### config.mk
export PLATFORM = sky130hd
export DESIGN_NAME = gate_op_pipe_flat
export DESIGN_NICKNAME = d
export VERILOG_FILES = /design/src/rtl/gate_op_pipe_if.sv /design/src/rtl/gate_op_pipe.sv /design/src/flat_wrapper.sv
export SDC_FILE = /design/constraint.sdc
export NUM_CORES = 1
export LEC_CHECK = 0
export CAP_MARGIN = 20
export CORE_AREA = 2 2 117 119
export CTS_BUF_LIST = sky130_fd_sc_hd__clkbuf_2 sky130_fd_sc_hd__clkbuf_4 sky130_fd_sc_hd__clkbuf_8
export CTS_CLUSTER_DIAMETER = 150
export DETAILED_ROUTE_END_ITERATION = 6
export DIE_AREA = 0 0 119 121
export HOLD_SLACK_MARGIN = 0.1
export PLACE_DENSITY = 0.79
export SYNTH_ARGS = -nofsm -noshare
export SYNTH_HDL_FRONTEND = slang
export SYNTH_SLANG_ARGS = --single-unit
export TNS_END_PERCENT = 100
### constraint.sdc
create_clock -name clk -period 3.3 [get_ports clk]
set_input_delay 0.66 -clock clk [delete_from_list [all_inputs] [get_ports clk]]
set_output_delay 0.66 -clock clk [all_outputs]
set_load 0.05 [all_outputs]
### src/rtl/gate_op_pipe_if.sv
// rtl/gate_op_pipe_if.sv - operand-in / result-out handshake bundle for gate_op_pipe
interface gate_op_pipe_if #(
  parameter int WIDTH = 32
);
  logic             in_valid;
  logic             in_ready;
  logic [1:0]       in_op;
  logic [WIDTH-1:0] in_a;
  logic [WIDTH-1:0] in_b;
  logic [WIDTH-1:0] in_c;
  logic             out_valid;
  logic             out_ready;
  logic [WIDTH-1:0] out_data;
  logic [1:0]       out_op;

  modport master (
    output in_valid, in_op, in_a, in_b, in_c, out_ready,
    input  in_ready, out_valid, out_data, out_op
  );

  modport slave (
    input  in_valid, in_op, in_a, in_b, in_c, out_ready,
    output in_ready, out_valid, out_data, out_op
  );
endinterface

### src/rtl/gate_op_pipe.sv
// rtl/gate_op_pipe.sv - two-stage bitwise AND/OR/BUF/NOT producer with saturating transfer counter
module gate_op_pipe #(
  parameter int WIDTH     = 32,
  parameter int CNT_WIDTH = 16
) (
  input  logic                 clk,
  input  logic                 rst_n,
  gate_op_pipe_if.slave        bus,
  output logic [CNT_WIDTH-1:0] xfer_count
);

  logic             s1_valid;
  logic             s2_valid;
  logic             s1_en;
  logic             s2_en;
  logic [1:0]       s1_op;
  logic [WIDTH-1:0] s1_a;
  logic [WIDTH-1:0] s1_b;
  logic [WIDTH-1:0] s1_c;
  logic [1:0]       s2_op;
  logic [WIDTH-1:0] s2_data;
  logic [WIDTH-1:0] result;

  // A stage may load when it is empty or its contents move on this cycle;
  // out_ready ripples combinationally back to in_ready for full throughput.
  assign s2_en        = !s2_valid || bus.out_ready;
  assign s1_en        = !s1_valid || s2_en;
  assign bus.in_ready = s1_en;

  assign bus.out_valid = s2_valid;
  assign bus.out_data  = s2_data;
  assign bus.out_op    = s2_op;

  always_comb begin
    result = '0;
    case (s1_op)
      2'd0:    result = s1_a & s1_b;
      2'd1:    result = s1_a | s1_b | s1_c;
      2'd2:    result = s1_a;
      default: result = ~s1_a;
    endcase
  end

  always_ff @(posedge clk or negedge rst_n) begin
    if (!rst_n) begin
      s1_valid <= 1'b0;
      s1_op    <= '0;
      s1_a     <= '0;
      s1_b     <= '0;
      s1_c     <= '0;
    end else if (s1_en) begin
      s1_valid <= bus.in_valid;
      if (bus.in_valid) begin
        s1_op <= bus.in_op;
        s1_a  <= bus.in_a;
        s1_b  <= bus.in_b;
        s1_c  <= bus.in_c;
      end
    end
  end

  always_ff @(posedge clk or negedge rst_n) begin
    if (!rst_n) begin
      s2_valid <= 1'b0;
      s2_op    <= '0;
      s2_data  <= '0;
    end else if (s2_en) begin
      s2_valid <= s1_valid;
      if (s1_valid) begin
        s2_op   <= s1_op;
        s2_data <= result;
      end
    end
  end

  always_ff @(posedge clk or negedge rst_n) begin
    if (!rst_n) begin
      xfer_count <= '0;
    end else if (s2_valid && bus.out_ready && (xfer_count != {CNT_WIDTH{1'b1}})) begin
      xfer_count <= xfer_count + CNT_WIDTH'(1);
    end
  end

endmodule

### src/flat_wrapper.sv
// flat-port wrapper written by rule: the top's interface ports become plain ports
module gate_op_pipe_flat 
#(
  parameter int WIDTH     = 32,
  parameter int CNT_WIDTH = 16
)
  (clk, rst_n, xfer_count, bus_in_valid, bus_in_op, bus_in_a, bus_in_b, bus_in_c, bus_out_ready, bus_in_ready, bus_out_valid, bus_out_data, bus_out_op);
  gate_op_pipe_if #(.WIDTH(WIDTH)) bus_i ();
  input  logic clk;
  input  logic rst_n;
  output logic [CNT_WIDTH-1:0] xfer_count;
  input wire logic [$bits(bus_i.in_valid)-1:0] bus_in_valid;
  input wire logic [$bits(bus_i.in_op)-1:0] bus_in_op;
  input wire logic [$bits(bus_i.in_a)-1:0] bus_in_a;
  input wire logic [$bits(bus_i.in_b)-1:0] bus_in_b;
  input wire logic [$bits(bus_i.in_c)-1:0] bus_in_c;
  input wire logic [$bits(bus_i.out_ready)-1:0] bus_out_ready;
  output wire logic [$bits(bus_i.in_ready)-1:0] bus_in_ready;
  output wire logic [$bits(bus_i.out_valid)-1:0] bus_out_valid;
  output wire logic [$bits(bus_i.out_data)-1:0] bus_out_data;
  output wire logic [$bits(bus_i.out_op)-1:0] bus_out_op;
  assign bus_i.in_valid = bus_in_valid;
  assign bus_i.in_op = bus_in_op;
  assign bus_i.in_a = bus_in_a;
  assign bus_i.in_b = bus_in_b;
  assign bus_i.in_c = bus_in_c;
  assign bus_i.out_ready = bus_out_ready;
  assign bus_in_ready = bus_i.in_ready;
  assign bus_out_valid = bus_i.out_valid;
  assign bus_out_data = bus_i.out_data;
  assign bus_out_op = bus_i.out_op;
  gate_op_pipe #(.WIDTH(WIDTH), .CNT_WIDTH(CNT_WIDTH)) u_core (.clk(clk), .rst_n(rst_n), .bus(bus_i), .xfer_count(xfer_count));
endmodule
==> out/metrics.yaml, run 1 <==
syn2layout_area_growth_pct: 34.0
final_layout_size_suffix_gt1_share_pct: 21.6
seq_area_frac_synth_pct: 58.2
n_antenna_cell: 0
grt_pass1_vias: 4888
pwr_density_cell_nw_per_um2: 672
first_pass_iters: 4
slew-limit-headroom_pct: 51.1
clockBufferDepth: 2
rows: 42
dieArea_um2: 14400
status: "finished clean"
start_util_pct: 49.3
final_nets: 789
cts-root-buf: "clkbuf_8"
grt_pass1_wl_um: 23700
synth_cell_types: 33
crit_required_ns: 2.64
ys_ff_latch: 150
maxCapViolCount: 0
arrival_ns: 2.24
synth.net_count: 642
slew_violations: 0
finalWirelength_um: 14400
ys.flop_type: "dfrtp_1"
setup.worst_path.end_class: "primary output"
crit_start: "bus_out_ready"
overflow: 0
regArea_um2: 3750
place_congestion: 0.761
drtIter0Drc: 336
hold_violations: 0
cts_hold_buf: 0
ir_drop_v: 0.000412
antenna_found_initial: 0
regToRegStartpoint: "u_core.s1_op[0]$_DFFE_PN0P_"
rsz0062_at_grt: "no"
async_reset_ff_share_pct: 100
synth_area_um2: 6450
htree_levels: 4
die_h_um: 121
p_leak_uw: 0.00359
yosysWarnings: 0
critPathLaunchType: "primary input"
clk_latency_ns: 0.44
place_hpwl_um: 9720
skew_ns: 0.00952
grt_max_degree: 81
num_io_pins: 154
ant_nets: 0
cts_tree: "done"
via_per_inst: 5.42
fin_crit_sh_pct: 87.9
fin_tns_setup_ns: 0
worst_pin_slew_ns: 0.733
fillers: 973
period_needed_ns: 2.90
fmax_mhz: 345
critPathKind: "primary input to primary output"
finish.utilization_pct: 66.1
multi_input_area_um2: 2560
avgRoutedWirePerCell_um: 16.4
synth_edf_count: 0
post_cts_resized: 0
core_area_um2: 13100
drc: 0
clk_pin_slew_ns: 0.08
min_path_type: "primary input to asynchronous set/reset pin"
cts_buffers: 17
syn_inst: 539
dieWidth_um: 119
path_max_fanout: 4
cts_setup_buffers: 0
grt_usage_pct: 21.0
port-buffer-count: 153
clock_sinks: 150
setup_viol: 0
vias: 4739
avgSynthCellArea_um2: 12.0
layout by cell type (no fill, tap or decap), types with 2 or more instances in the layout:
cell,n
a21oi_1,5
a221o_1,32
buf_12,4
buf_4,3
bufinv_16,5
clkbuf_8,19
clkdlybuf4s50_1,152
clkinv_2,4
clkinv_4,2
clkinvlp_4,2
dfrtp_1,149
inv_1,2
mux2_2,103
nand2_1,42
nand2b_1,3
nand3_1,5
nand4_1,2
nor2_1,67
nor3_2,3
o21ai_0,36
o21ai_1,29
or3_1,2
xnor2_1,4
xor2_1,5
final cells by class:
| type | instances | area share, % |
|---|---|---|
| clock buffers | 19 | 3.03 |
| clock inverters | 13 | 2.35 |
| inverters | 2 | 0.0869 |
| multi-input cells | 355 | 29.6 |
| flip-flops and latches | 150 | 43.4 |
| well taps | 176 | 2.55 |
| repair buffers | 160 | 18.9 |
path summary, 6_finish.rpt:
check                                                 endpoint  slack, ns  cells after the start
max                                               bus_in_ready       0.40                      3
min                                 u_core.s1_b[7]$_DFFE_PN0P_       0.23                      1
max reg2reg                u_core.bus.out_data[13]$_DFFE_PN0P_       1.24                      4
min reg2reg                u_core.bus.out_data[12]$_DFFE_PN0P_       0.49                      2
max in group asynchronous          u_core.s1_op[0]$_DFFE_PN0P_       2.16                      2
min in group clk           u_core.bus.out_data[12]$_DFFE_PN0P_       0.49                      2
registers in the layout, summed over array words and instances, names as in the netlist:
register	count
u_core.bus.out_valid	1
u_core.s1_valid	1
u_core.s1_b	32
u_core.xfer_count	16
u_core.s1_a	32
u_core.bus.out_data	32
u_core.s1_c	32
u_core.bus.out_op	2
u_core.s1_op	2
synthesized netlist by cell type (3+ instances only):
library cell	n	area [um^2]
a21oi_1	5	25.0
a221o_1	32	320
buf_2	13	65.1
clkbuf_1	19	71.3
dfrtp_1	150	3750
mux2_2	103	1160
nand2_1	44	165
nand2b_1	3	18.8
nand3_1	5	25.0
nor2_1	67	251
nor3_2	3	30.0
o21ai_0	36	180
o21ai_1	29	145
xnor2_1	4	35.0
xor2_1	5	43.8
per-layer routing:
metal	GRT usage, %	routed length (um)	up-vias
met4	9.08	327	0
li1	-	-	2221
met1	25.4	6010	2350
met5	0	0	-
met3	5.97	908	27
met2	35.2	7120	141
power breakdown:
part,switching (uW),internal (uW)
sequential,252,2170
clock,685,937
combinational,1030,740
cells by family (layout without fill, tap and decap cells):
logic type / after synthesis / in the layout / synth area share, %
xor gates and xnor gates: 9 / 9 / 1.22
AOI/OAI and AO/OA: 106 / 106 / 10.9
buffers and inverters: 34 / 194 / 2.23
muxes: 104 / 104 / 18.2
and+or+nand+nor: 135 / 135 / 9.10
adders and majority gates: 1 / 1 / 0.194
DFF: 150 / 150 / 58.2
critical path: stages:
cell             delay [ns]
clkdlybuf4s50_1        0.52
nand3b_1               0.22
clkdlybuf4s50_1        0.84
metrics by stage:
step	cell area (um^2)	setup WS (ns)	cells	hold WS (ns)	total power, uW
floorplan	6450	0.815	539	0.364	3550
global placement	8180	0.436	843	0.466	4170
detailed placement	8180	0.402	843	0.475	4230
CTS	8640	0.394	875	0.263	5850
global route	8640	0.337	875	0.271	6090
finish	8640	0.400	875	0.231	5810
Power figures use the tool's default switching activity.
==> run 2: changes to the inputs <==
CORE_AREA = 2 2 123 113   (was 2 2 117 119)
DIE_AREA = 0 0 125 115   (was 0 0 119 121)
REMOVE_ABC_BUFFERS = 1   (was not set)
==> run 2 against run 1 <==
  * Final cell count down 0.80%
  * Clock power up 5%
  * Final area hardly changed
  * Via count decreased by 0.72%
  * Routed wire length is 0.36% higher
  * Flip-flop and latch count did not move
  * Critical path type unchanged
  * Critical endpoint unchanged
==> out/metrics.yaml, run 2 (same netlist as run 1, synthesis figures left out) <==
arrival_ns: 2.23  # about the same
rows: 40  # -4.8%
num_io_pins: 154  # unchanged
clockBufferDepth: 2  # unchanged
maxCapViolCount: 0  # unchanged
grt_pass1_vias: 4830  # -1.2%
final_nets: 790  # +0.13%
dp.cells: 836  # -0.83%
ant_nets: 0  # unchanged
cts_buffers: 17  # unchanged
dieWidth_um: 125  # +5.0%
layout_setup_ws_ns: 0.407  # +0.00690 ns
worst_pin_slew_ns: 0.753  # +0.0201 ns
period_needed_ns: 2.89  # -0.00690 ns
clock_sinks: 150  # unchanged
grt_usage_pct: 20.9  # -0.093 points
fillers: 996  # +2.4%
clk_latency_ns: 0.46  # +0.02 ns
place_congestion: 0.789  # +3.8%
p_leak_uw: 0.00360  # +0.40%
n_antenna_cell: 0  # unchanged
drtIter0Drc: 318  # -5.4%
syn2layout_area_growth_pct: 34.1  # about the same
cts_setup_buffers: 0  # unchanged
final_common_cell: "clkdlybuf4s50_1"
rsz0062_at_grt: "no"
post_cts_resized: 0  # unchanged
final_layout_size_suffix_gt1_share_pct: 21.7  # +0.11 points
cts-root-buf: "clkbuf_8"
ir_drop_v: 0.000441  # +7.0%
htree_levels: 4  # unchanged
r2r_cells: 4  # unchanged
avgRoutedWirePerCell_um: 16.6  # +1.2%
crit_chain: "clkdlybuf4s50_1 > nand3b_1 > clkdlybuf4s50_1"
vias: 4705  # -0.72%
cts_hold_buf: 0  # unchanged
cp_top_family: "buffers and inverters"
worst_path_max_delay_cell: "clkdlybuf4s50_1"
grt_pass1_wl_um: 23600  # -0.35%
critPathKind: "primary input to primary output"
start_util_pct: 49.2  # -0.10 points
top_usage_layer: "met2"
status: "finished clean"
met3_usage_pct: 7.07  # +1.1 points
slew_violations: 0  # unchanged
via_per_inst: 5.42  # about the same
hold_violations: 0  # unchanged
grtUsageMet2_pct: 34.5  # -0.74 points
fmax_mhz: 346  # +0.24%
pwr_density_cell_nw_per_um2: 679  # +1.0%
drc: 0  # unchanged
core_area_um2: 13100  # +0.21%
path_max_fanout: 4  # unchanged
final_cell_mix: "clkdlybuf4s50_1 (152), dfrtp_1 (149), mux2_2 (103)"
setup_viol: 0  # unchanged
finalWirelength_um: 14400  # +0.36%
regArea_um2: 3750  # unchanged
critPathLaunchType: "primary input"
finalNonFillerCells: 868  # -0.80%
slew-limit-headroom_pct: 49.8  # -1.3 points
path_buf_inv: 2  # unchanged
min_path_type: "primary input to asynchronous set/reset pin"
cp.depth: 3  # unchanged
port-buffer-count: 153  # unchanged
cpPeakStageDelay_ns: 0.84  # about the same
clk_pin_slew_ns: 0.08  # about the same
antenna_found_initial: 0  # unchanged
cts_tree: "done"
grt_max_degree: 99  # +22%
dieArea_um2: 14400  # -0.17%
crit_required_ns: 2.64  # about the same
overflow: 0  # unchanged
multi_input_area_um2: 2560  # unchanged
skew_ns: 0.00914  # -0.000381 ns
grtUsageMet1_pct: 26.4  # +1.0 points
fin_crit_sh_pct: 87.7  # -0.21 points
die_h_um: 115  # -5.0%
first_pass_iters: 4  # unchanged
post-place-ws_ns: 0.413  # +0.0110 ns
cpMostUsedCell: "clkdlybuf4s50_1"
setup.worst_path.end_class: "primary output"
place_hpwl_um: 9440  # -2.9%
run 2: area by class of cell:
cell class	instances	area share, %
multi-input combinational	355	29.6
sequential	150	43.4
tap	168	2.43
timing repair buffer	161	18.8
clock inverter	13	2.60
inverter	2	0.0868
clock buffer	19	3.02
run 2: per-stage QoR:
| step | hold WS [ns] | power (uW) | util, % | setup TNS, ns | instance area (um^2) |
|---|---|---|---|---|---|
| global placement | 0.460 | 4160 | 62.3 | 0 | 8160 |
| global route | 0.266 | 6170 | 66.0 | 0 | 8650 |
| detailed placement | 0.473 | 4220 | 62.3 | 0 | 8160 |
| finish | 0.216 | 5880 | 66.0 | 0 | 8650 |
| floorplan | 0.364 | 3540 | - | -76.16 | 6310 |
| CTS | 0.231 | 5940 | 66.0 | 0 | 8650 |
run 2: routing by layer:
layer | vias to the layer above | wire [um]
li1 | 2214 | -
met4 | 0 | 172
met2 | 147 | 6880
met3 | 20 | 1090
met5 | - | 0
met1 | 2324 | 6280
run 2: power breakdown:
part | internal (uW) | switching, uW
Clock | 1010 | 687
Combinational | 739 | 1030
Sequential | 2170 | 233
run 2: final timing paths:
check / start / to / slack, ns
worst min register to register: u_core.bus.out_data[23]$_DFFE_PN0P_ / u_core.bus.out_data[23]$_DFFE_PN0P_ / 0.49
max in group asynchronous: rst_n / u_core.s1_b[21]$_DFFE_PN0P_ / 2.30
worst max-delay path: bus_out_ready / bus_in_ready / 0.41
min in group clk: u_core.bus.out_data[23]$_DFFE_PN0P_ / u_core.bus.out_data[23]$_DFFE_PN0P_ / 0.49
worst min-delay path: rst_n / u_core.xfer_count[4]$_DFFE_PN0P_ / 0.22
worst max register to register: u_core.xfer_count[3]$_DFFE_PN0P_ / u_core.xfer_count[15]$_DFFE_PN0P_ / 1.51
==> run 3: changes to the inputs <==
CORE_AREA = 2 2 147 134   (was 2 2 123 113)
DIE_AREA = 0 0 149 136   (was 0 0 125 115)
PLACE_DENSITY = not set   (was 0.79)
==> run 3 against run 2 <==
  * Die area up 41%
  * Fmax decreased by 0.53%
  * Via count shrank 1.8%
  * Sequential power is essentially flat
  * Core utilization fell by 20 points
  * Clock skew up 0.0041 ns
  * Total power fell by 6.1%
  * Non-clock buffer count stayed put
  * Final area shrank 0.26%
  * Sequential share of layout area grew 0.11 points
  * Hold slack got worse by 0.033 ns
  * Critical endpoint unchanged
  * Highest routed layer unchanged
==> out/metrics.yaml, run 3 (same netlist as run 1, synthesis figures left out) <==
rsz0062_at_grt: "no"
start_util_pct: 34.2  # -15 points
clk_latency_ns: 0.44  # -0.02 ns
final_layout_size_suffix_gt1_share_pct: 21.9  # +0.14 points
avgRoutedWirePerCell_um: 15.9  # -4.2%
fin_crit_sh_pct: 88.1  # +0.46 points
grt_pass1_vias: 4761  # -1.4%
core_area_um2: 18900  # +44%
clockBufferDepth: 2  # unchanged
slew_violations: 0  # unchanged
hold_violations: 0  # unchanged
skew_ns: 0.0132  # +0.00409 ns
holdWs_ns: 0.183  # -0.0326 ns
die_h_um: 136  # +18%
slew-limit-headroom_pct: 43.4  # -6.4 points
n_antenna_cell: 0  # unchanged
syn2layout_area_growth_pct: 33.8
cts_buffers: 17  # unchanged
p_leak_uw: 0.00352  # -2.2%
cts_setup_buffers: 0  # unchanged
final_cell_mix: "clkdlybuf4s50_1 (152), dfrtp_1 (149), mux2_2 (103)"
path_buf_inv: 2  # unchanged
finalNonFillerCells: 950  # +9.4%
multi_input_area_um2: 2560  # about the same
post_cts_resized: 0  # unchanged
cts-root-buf: "clkbuf_8"
via_per_inst: 4.86  # -10%
grt_pass1_wl_um: 24400  # +3.3%
final_nets: 790  # unchanged
cpMostUsedCell: "clkdlybuf4s50_1"
critPathLaunchType: "primary input"
dieWidth_um: 149  # +19%
grt_max_degree: 99  # unchanged
fillers: 1764  # +77%
drc: 0  # unchanged
clk_pin_slew_ns: 0.08  # about the same
cpPeakStageDelay_ns: 0.84  # about the same
fin_tns_setup_ns: 0  # unchanged
vias: 4620  # -1.8%
cts_tree: "done"
clock_sinks: 150  # unchanged
dieArea_um2: 20300  # +41%
worst_pin_slew_ns: 0.849  # +0.0959 ns
grt_usage_pct: 15.5  # -5.4 points
drtIter0Drc: 182  # -43%
dp.cells: 918  # +9.8%
place_hpwl_um: 10000  # +6.0%
maxCapViolCount: 0  # unchanged
worst_path_max_delay_cell: "clkdlybuf4s50_1"
crit_required_ns: 2.64  # about the same
overflow: 0  # unchanged
status: "finished clean"
period_needed_ns: 2.91  # +0.0153 ns
path_max_fanout: 4  # unchanged
num_io_pins: 154  # unchanged
port-buffer-count: 153  # unchanged
cts_hold_buf: 0  # unchanged
finalWirelength_um: 15100  # +4.9%
arrival_ns: 2.25  # +0.02 ns
setup_viol: 0  # unchanged
rows: 48  # +20%
ant_nets: 0  # unchanged
first_pass_iters: 4  # unchanged
final_common_cell: "clkdlybuf4s50_1"
place_congestion: 0.785  # -0.61%
pwr_density_cell_nw_per_um2: 639  # -5.9%
ir_drop_v: 0.000274  # -38%
critPathKind: "primary input to primary output"
regArea_um2: 3750  # unchanged
setup.worst_path.end_class: "primary output"
antenna_found_initial: 0  # unchanged
htree_levels: 4  # unchanged
min_path_type: "primary input to asynchronous set/reset pin"
fmax_mhz: 344  # -0.53%
cp_top_family: "buffers and inverters"
crit_chain: "clkdlybuf4s50_1 > nand3b_1 > clkdlybuf4s50_1"
run 3: changes by cell type in the layout (fill, tap and decap cells not counted), sizes merged:
cell      change
bufinv        -5
clkinv        -3
inv           +3
clkinvlp      +5
run 3: path summary, 6_finish.rpt:
kind / from / endpoint / slack, ns / depth (start not counted)
worst max-delay path: bus_out_ready / bus_in_ready / 0.39 / 3
worst min-delay path: rst_n / u_core.bus.out_valid$_DFFE_PN0P_ / 0.18 / 1
worst max register to register: u_core.s1_op[0]$_DFFE_PN0P_ / u_core.bus.out_data[23]$_DFFE_PN0P_ / 1.29 / 3
worst min register to register: u_core.bus.out_data[3]$_DFFE_PN0P_ / u_core.bus.out_data[3]$_DFFE_PN0P_ / 0.49 / 2
max in group asynchronous: rst_n / u_core.s1_c[10]$_DFFE_PN0P_ / 2.27 / 2
min in group clk: u_core.bus.out_data[3]$_DFFE_PN0P_ / u_core.bus.out_data[3]$_DFFE_PN0P_ / 0.49 / 2
run 3: where the power goes:
group	switching [uW]	internal, uW
Clock	721	620
Combinational	1030	734
Sequential	246	2170
Total	1990	3520
run 3: worst reg2reg max path, cell delays in order, from the launching register on:
cell and delay, ns:
dfrtp_2 0.70, and2_2 0.82, a221o_1 0.27, o21ai_0 0.07
run 3: stage by stage:
step / worst slack, ns / area, um^2 / utilization (%) / total power (uW)
final: 0.392 / 8630 / 45.8 / 5520
after global placement: 0.430 / 8260 / 43.8 / 4190
after detailed placement: 0.388 / 8260 / 43.8 / 4240
after global routing: 0.335 / 8630 / 45.8 / 5830
after floorplan: -0.777 / 6310 / - / 3540
after CTS: 0.388 / 8630 / 45.8 / 5600
run 3: final cells by class:
class | count | area share [%]
clock buffer | 19 | 2.89
clock inverter | 13 | 1.44
inverter | 2 | 0.0870
multi-input combinational | 355 | 29.7
sequential | 150 | 43.5
tap | 250 | 3.63
timing repair buffer | 161 | 18.7
run 3: layer usage:
layer / GRT usage, % / vias to the layer above / share of wire (%)
li1: - / 2216 / -
met1: 19.1 / 2288 / 45
met2: 27.0 / 105 / 50
met3: 4.77 / 11 / 4.9
met4: 3.17 / 0 / 0.76
met5: 0 / - / 0
